**config.mk**
```make
export PLATFORM = sky130hd
export DESIGN_NAME = alu_op_sequencer
export DESIGN_NICKNAME = d
export VERILOG_FILES = /design/src/rtl/alu_seq_pkg.sv /design/src/rtl/alu_op_sequencer_alu.sv /design/src/rtl/alu_op_sequencer.sv
export SDC_FILE = /design/constraint.sdc
export NUM_CORES = 1
export LEC_CHECK = 0
export CAP_MARGIN = 25
export CORE_MARGIN = 2
export CORE_UTILIZATION = 49
export DETAILED_ROUTE_END_ITERATION = 10
export PLACE_DENSITY = 0.76
export SYNTH_ARGS = -nofsm -noshare
export SYNTH_HDL_FRONTEND = slang
export SYNTH_SLANG_ARGS = --single-unit
```
**constraint.sdc**
```tcl
create_clock -name clk -period 3.2 [get_ports clk]
set_clock_uncertainty 0.1 [all_clocks]
set_input_delay 0.48 -clock clk [delete_from_list [all_inputs] [get_ports clk]]
set_output_delay 0.48 -clock clk [all_outputs]
set_load 0.01 [all_outputs]
```
**src/rtl/alu_seq_pkg.sv**
```systemverilog
// alu_seq_pkg: shared opcodes, instruction layout and FSM state type for the alu op sequencer.
package alu_seq_pkg;

    localparam int INSTR_W = 11;
    localparam int IMM_W   = 4;

    localparam logic [2:0] ALU_ADD  = 3'd0;
    localparam logic [2:0] ALU_SUB  = 3'd1;
    localparam logic [2:0] ALU_AND  = 3'd2;
    localparam logic [2:0] ALU_OR   = 3'd3;
    localparam logic [2:0] ALU_XOR  = 3'd4;
    localparam logic [2:0] ALU_NAND = 3'd5;
    localparam logic [2:0] ALU_NOR  = 3'd6;
    localparam logic [2:0] ALU_XNOR = 3'd7;

    typedef enum logic {IDLE, HOLD} state_t;

    typedef struct packed {
        logic       ld;
        logic [2:0] sel;
        logic [1:0] dst;
        logic [1:0] ra;
        logic [1:0] rb;
        logic       lsb;
    } instr_t;

    // Load immediates overlay the low four bits of the operand fields.
    function automatic logic [IMM_W-1:0] imm_of(instr_t i);
        return {i.ra[0], i.rb, i.lsb};
    endfunction

endpackage

```
**src/rtl/alu_op_sequencer_alu.sv**
```systemverilog
// alu: 4-bit combinational ALU; carry is add carry-out or subtract borrow, zero for logic ops.
module alu
    import alu_seq_pkg::*;
(
    input  logic [3:0] A,
    input  logic [3:0] B,
    input  logic [2:0] sel,
    output logic [3:0] Y,
    output logic       carry
);
    logic [4:0] sum;
    logic [4:0] dif;

    assign sum = {1'b0, A} + {1'b0, B};
    assign dif = {1'b0, A} - {1'b0, B};

    always_comb begin
        Y     = '0;
        carry = 1'b0;
        case (sel)
            ALU_ADD:  {carry, Y} = sum;
            ALU_SUB:  {carry, Y} = dif;
            ALU_AND:  Y = A & B;
            ALU_OR:   Y = A | B;
            ALU_XOR:  Y = A ^ B;
            ALU_NAND: Y = ~(A & B);
            ALU_NOR:  Y = ~(A | B);
            default:  Y = ~(A ^ B);
        endcase
    end

endmodule

```
**src/rtl/alu_op_sequencer.sv**
```systemverilog
// alu_op_sequencer: valid/ready ALU command front-end with 4x4 regfile and registered result stream.
// Define ALU_SEQ_ZERO_FLAG_EN to add the registered out_zero result flag.
module alu_op_sequencer
    import alu_seq_pkg::*;
#(
    parameter logic [3:0] RESET_VAL = 4'h0,
    parameter int         CNT_W     = 8
) (
    input  logic               clk,
    input  logic               rst,
    input  logic               in_valid,
    output logic               in_ready,
    input  logic [INSTR_W-1:0] in_instr,
    output logic               out_valid,
    input  logic               out_ready,
    output logic [1:0]         out_dst,
    output logic [3:0]         out_y,
    output logic               out_carry,
`ifdef ALU_SEQ_ZERO_FLAG_EN
    output logic               out_zero,
`endif
    output logic [CNT_W-1:0]   retired
);
    state_t           state_q, state_d;
    logic [3:0]       regs_q [4];
    logic [1:0]       dst_q;
    logic [3:0]       y_q, y_d, alu_y;
    logic             carry_q, carry_d, alu_c;
    logic [CNT_W-1:0] retired_q;
    logic             accept, fire;
    instr_t           ins;

    assign ins = instr_t'(in_instr);

    alu u_alu (
        .A     (regs_q[ins.ra]),
        .B     (regs_q[ins.rb]),
        .sel   (ins.sel),
        .Y     (alu_y),
        .carry (alu_c)
    );

    always_comb begin
        in_ready = !rst && (state_q == IDLE || out_ready);
        accept   = in_valid && in_ready;
        fire     = (state_q == HOLD) && out_ready;
        y_d      = ins.ld ? imm_of(ins) : alu_y;
        carry_d  = !ins.ld && alu_c;
        state_d  = accept ? HOLD : (fire ? IDLE : state_q);
    end

    // Operands are read from the pre-edge regfile; the write lands at the accept edge.
    always_ff @(posedge clk) begin
        if (rst) begin
            state_q   <= IDLE;
            dst_q     <= '0;
            y_q       <= '0;
            carry_q   <= 1'b0;
            retired_q <= '0;
            for (int i = 0; i < 4; i++) regs_q[i] <= RESET_VAL;
        end else begin
            state_q <= state_d;
            if (accept) begin
                regs_q[ins.dst] <= y_d;
                dst_q           <= ins.dst;
                y_q             <= y_d;
                carry_q         <= carry_d;
            end
            if (fire) retired_q <= retired_q + CNT_W'(1);
        end
    end

    assign out_valid = state_q == HOLD;
    assign out_dst   = dst_q;
    assign out_y     = y_q;
    assign out_carry = carry_q;
    assign retired   = retired_q;

`ifdef ALU_SEQ_ZERO_FLAG_EN
    logic zero_q;

    always_ff @(posedge clk) begin
        if (rst) zero_q <= 1'b0;
        else if (accept) zero_q <= y_d == 4'h0;
    end

    assign out_zero = zero_q;
`endif

endmodule

```
# Word level (Yosys, flattened, before mapping)
# Memory sizes are Yosys's and may differ from the RTL's.
# Cells that the tools add are included.
dict set report word_totals {
  ff_bits 16
  ram_bits 16
  inputBits 15
  out_inout_bits 17
  elab_cells 45
  mem_count 1
}
dict set report classes {
  add_sub_neg 3
  eq_ne 6
  n_mux 13
  bitwise_logic 7
  n_reduce_logical 10
}
# memory depth word_bits read_ports rd_ports_with_merged_regs write_ports line
set mem_list {}
lappend mem_list {regs_q 4 4 2 0 4 alu_op_sequencer.sv:25} ;# logic [3:0] regs_q [4];
# operator n
set ops {}
lappend ops {{$pmux W4 S7} 1}
lappend ops {{$not A4 Y4} 3}
lappend ops {{$eq A3 B3 Y1 const B} 3}
lappend ops {{$add A8 B1 Y8 const B} 1}
lappend ops {{$mux W1} 8}
lappend ops {{$mux W4} 2}
lappend ops {{$eq A3 B2 Y1 const B} 2}
lappend ops {{$add A4 B4 Y5} 1}
lappend ops {{$sub A4 B4 Y5} 1}
lappend ops {{$and A4 B4 Y4} 1}
lappend ops {{$logic_and A1 B1 Y1} 4}
lappend ops {{$or A4 B4 Y4} 1}
lappend ops {{$reduce_or A4 Y1} 1}
lappend ops {{$xor A4 B4 Y4} 1}
lappend ops {{$eq A3 B1 Y1 const B} 1}
lappend ops {{$logic_not A3 Y1} 1}
lappend ops {{$logic_not A1 Y1} 2}
lappend ops {{$mux W2} 1}
lappend ops {{$pmux W1 S2} 1}
lappend ops {{$reduce_bool A2 Y1} 1}
lappend ops {{$logic_or A1 B1 Y1} 1}
lappend ops {{$not A1 Y1} 1}

# Depth between registers and ports, before layout
# Gate-level depths: netlist (run 1).
dict set report logic_depth {
  depth_word 9
  depth_mapped 11
  ltp_nobuf 10
}

# Hierarchy
# A second synthesis (run 1) with hierarchy kept.
dict set report unflattened {
  cells_unflattened 218
  hier_area_um2 2142.1
}
# mod instances cells_each area_each_um2 seq_area_each_um2
set by_module_without_submodules {}
lappend by_module_without_submodules {alu_op_sequencer 1 128 1491.4 800.8}
lappend by_module_without_submodules {alu 1 90 650.6 0.0}

# Worst setup path after synthesis (run 1)
# No wires, ideal clock.
dict set report synth_timing {
  path_type {input port to flip-flop}
  startpoint {input port in_instr[3]}
  endpoint {memory regs_q[0][1], data pin}
  setup_time_ns 0.257
  arrival_ns 2.849
  t_required_ns 2.843
  setup_slack_ns -0.006
  cell_stages 11
  cell_sequence {clkbuf_1 > mux4_2 > inv_1 > ha_1 > inv_1 > fa_1 > nor2_1 > a21oi_1 > mux4_2 > a21oi_4 > nor2_1}
}
# item line
set synth_lines {}
lappend synth_lines {{start: declaration} alu_op_sequencer.sv:13} ;# input logic [INSTR_W-1:0] in_instr,
lappend synth_lines {{end: declaration} alu_op_sequencer.sv:25}

==> results of run 1 <==
==> stage by stage <==
step | utilization [%] | cell area [um2] | cells
final | 65.5 | 2660 | 310
after global routing | 65.5 | 2660 | 310
after CTS | 65.5 | 2660 | 310
after detailed placement | 63.3 | 2570 | 301
after global placement | 63.3 | 2570 | 301
after floorplan | - | 2110 | 210
==> layout by cell type, fill, tap and decap left out, types with 5 or more instances in the layout <==
| cell type | count |
|---|---|
| sky130_fd_sc_hd__a21oi_1 | 10 |
| sky130_fd_sc_hd__buf_4 | 21 |
| sky130_fd_sc_hd__clkbuf_8 | 5 |
| sky130_fd_sc_hd__clkdlybuf4s50_1 | 29 |
| sky130_fd_sc_hd__dfxtp_1 | 16 |
| sky130_fd_sc_hd__edfxtp_1 | 16 |
| sky130_fd_sc_hd__ha_1 | 13 |
| sky130_fd_sc_hd__inv_1 | 17 |
| sky130_fd_sc_hd__mux4_2 | 9 |
| sky130_fd_sc_hd__nand2_1 | 19 |
| sky130_fd_sc_hd__nor2_1 | 24 |
| sky130_fd_sc_hd__xor2_1 | 5 |
==> flip-flops by register name, indices dropped and copies added (netlist names) <==
register   flops
out_valid      1
out_carry      1
out_y          4
out_dst        2
regs_q        16
retired        8
==> power by group <==
part	internal (mW)	switching, mW	leakage [nW]
combinational	0.146	0.135	0.746
clock	0.147	0.141	0.0453
sequential	0.451	0.0117	0.297
==> path summary, 6_finish.rpt <==
kind,start,slack [ns],to,cells after the start
setup / recovery,in_instr[4],0.14,regs_q[3][1],11
hold / removal,out_y[2],0.34,out_y[2],2
setup reg to reg,regs_q[2][0],0.25,regs_q[3][1],10
hold reg to reg,out_y[2],0.34,out_y[2],2
==> critical path: cells and delay by family <==
family	cells	cell delay (ns)
multiplexers	2	0.82
adder cells (fa/ha/maj)	2	0.59
buffers and inverters	4	0.71
AO/OA/AOI/OAI	2	0.27
AND/OR/NAND/NOR	1	0.12
==> area by class of cell <==
cell class                      instances  area (um2)
Sequential cell                        32         801
Fill cell                             335        1400
Clock inverter                          3        13.8
Clock buffer                            5        68.8
Tap cell                               50        62.6
Inverter                               18        67.6
Timing Repair Buffer                   52         465
Multi-Input combinational cell        150        1180
==> timing repair <==
item	4_1_cts	5_1_grt
setup buffers	1	0
setup endpoints to repair	5	0
gates resized for setup	2	0
==> cell usage after synthesis, drive strengths merged, types with 2 or more instances <==
master and count:
mux2 3, nor2b 2, edfxtp 16, buf 6
nor2 24, nor3b 4, inv 18, fa 2
mux4 9, o21ai 5, mux2i 4, a21o 2
nand3 3, o31ai 2, ha 13, a211oi 3
or2 2, dfxtp 16, nand2b 2, a41oi 2
xnor2 3, o21a 2, and3 3, nor3 4
nand2 20, nand4 4, clkbuf 4, a21oi 11
o211ai 2, xor2 5, or3 4
==> cells by family after synthesis <==
logic type | Yosys count | synth area share (%)
compound gates | 37 | 12.9
flops | 32 | 38.0
xor+xnor | 8 | 3.33
simple gates | 74 | 16.8
fa+ha+maj | 15 | 9.63
buf+inv | 28 | 6.06
mux | 16 | 13.3
==> metal layers <==
metal	routed length (um)	part of all wire, %	GRT usage (%)	up-vias
li1	-	-	-	845
met1	2030	46	24.2	804
met2	2160	49	33.0	31
met3	160	3.6	3.78	5
met4	51	1.2	5.88	0
met5	0	0	0	-
==> flow_metrics.tcl, run 1 <==
set metrics [dict create \
    cts.reportedPaths.clkPinSlew_ns 0.07 \
    ys_top_cells_by_area "sky130_fd_sc_hd__edfxtp_1 (23%), sky130_fd_sc_hd__dfxtp_1 (15%), sky130_fd_sc_hd__mux4_2 (9.6%), sky130_fd_sc_hd__ha_1 (7.7%), sky130_fd_sc_hd__nor2_1 (4.3%)" \
    drt_pass1_iterations 4 \
    total_power_mw 1.03 \
    synth_nets 240 \
    die_height_um 69.6 \
    holdWs_ns 0.344 \
    start_util_pct 51.9 \
    tightestPinTransition_ns 0.522 \
    grt_start_max_net_pins 17 \
    die_x_um 69.6 \
    cts_buffer_depth 2 \
    power.density_cell_area_mw_per_mm2 388 \
    critPathSlowestCell "sky130_fd_sc_hd__clkdlybuf4s50_1" \
    post_synth.cell_area_avg_um2 10.0 \
    min_period_ns 3.06 \
    setup_viol 0 \
    globalRouteOverflowTotal 0 \
    detailedPlacementHpwl_mm 3.43 \
    mappedNetlistArea_mm2 0.00211 \
    io_pins 32 \
    numCtsBuffers 5 \
    yosysWarningCount 0 \
    design.die.area_mm2 0.00484 \
    core-area_mm2 0.00406 \
    clock.fmax_ghz 0.327 \
    post-place-ws_ns -0.336 \
    drv_slew 0 \
    route.detailed.wl_per_inst_um 14.2 \
    core.rowCount 23 \
    finish.net_count 289 \
    final_min_period_over_clock_period_pct 95.6 \
    timing.critical_path.arrival_ns 2.99 \
    cpMostUsedCell "sky130_fd_sc_hd__inv_1" \
    cts.hold.buffers_added 0 \
    dr_total_vias 1685 \
    routabilityCongestion 0.768 \
    drt-total-wl_mm 4.40 \
    grt_first_pass_wirelength_mm 7.40 \
    antenna_found_initial 0 \
    globalRouteTotalUtil_pct 19.2 \
    postSynth.topFlopCell "sky130_fd_sc_hd__edfxtp_1" \
    max_slew_margin_pct 65.1 \
    worst_ir_drop_vdd_uv 326 \
    clk_latency_ns 0.28 \
    synthToLayoutAreaGrowth_pct 26.1 \
    tritoncts "yes" \
    post_drt_via_cell_ratio 5.44 \
    synth-seq-cells 32 \
    synth-async-reset-ratio_pct 0 \
    setup.worst_path.class "input pin to flop" \
    critical_path.max_stage_delay_ns 0.50 \
    crit_path_cell_trace "clkdlybuf4s50_1, mux4_2, inv_1, ha_1, inv_1, fa_1, nor2_1, a21oi_1, mux4_2, a21oi_4, inv_1" \
    clock-root-buffer "sky130_fd_sc_hd__clkbuf_8" \
    numClockSinks 32 \
    timing.hold.worst.class "flop to flop" \
    ys_seq_area_share_pct 38.0 \
    post_synth_inst_count 210 \
    htree_levels 2 \
    area_share_of_the_leading_cell_type_in_the_synthesized_netlist_pct 22.8 \
    largest_fanout_on_the_critical_path 5 \
    power_leakage_nw 1.09 \
    setup.worst_path.start_class "input pin" \
    antennaDiodeCount 0 \
    rsz0062_at_grt "no" \
    synth_edf_count 16 \
    placement.io_buffers 31 \
    hold_viol_final 0 \
    first_iter_violations 49 \
    cp-end-kind "flop" \
    fin_ws_ns 0.141 \
    max_cap_violations 0 \
    final.setup.tns_ns 0 \
    worst-endpoint-required_ns 3.13 \
    grt_pass1_vias 1632 \
    synth_cell_type_count 50 \
    drc_errors 0 \
    yosysTopAreaCell "sky130_fd_sc_hd__edfxtp_1" \
    run_status "complete, no violations" \
    final_layout_size_suffix_gt1_share_pct 18.1 \
    remaining_antenna_violation_count_after_routing 0 \
]
Note: power is estimated with default switching activity, not from simulation.
==> inputs of run 2 (changes only) <==
CTS_CLUSTER_DIAMETER = 200   (was unset)
==> results of run 2 <==
Final layout, timing and power as in run 1 (identical DEF).
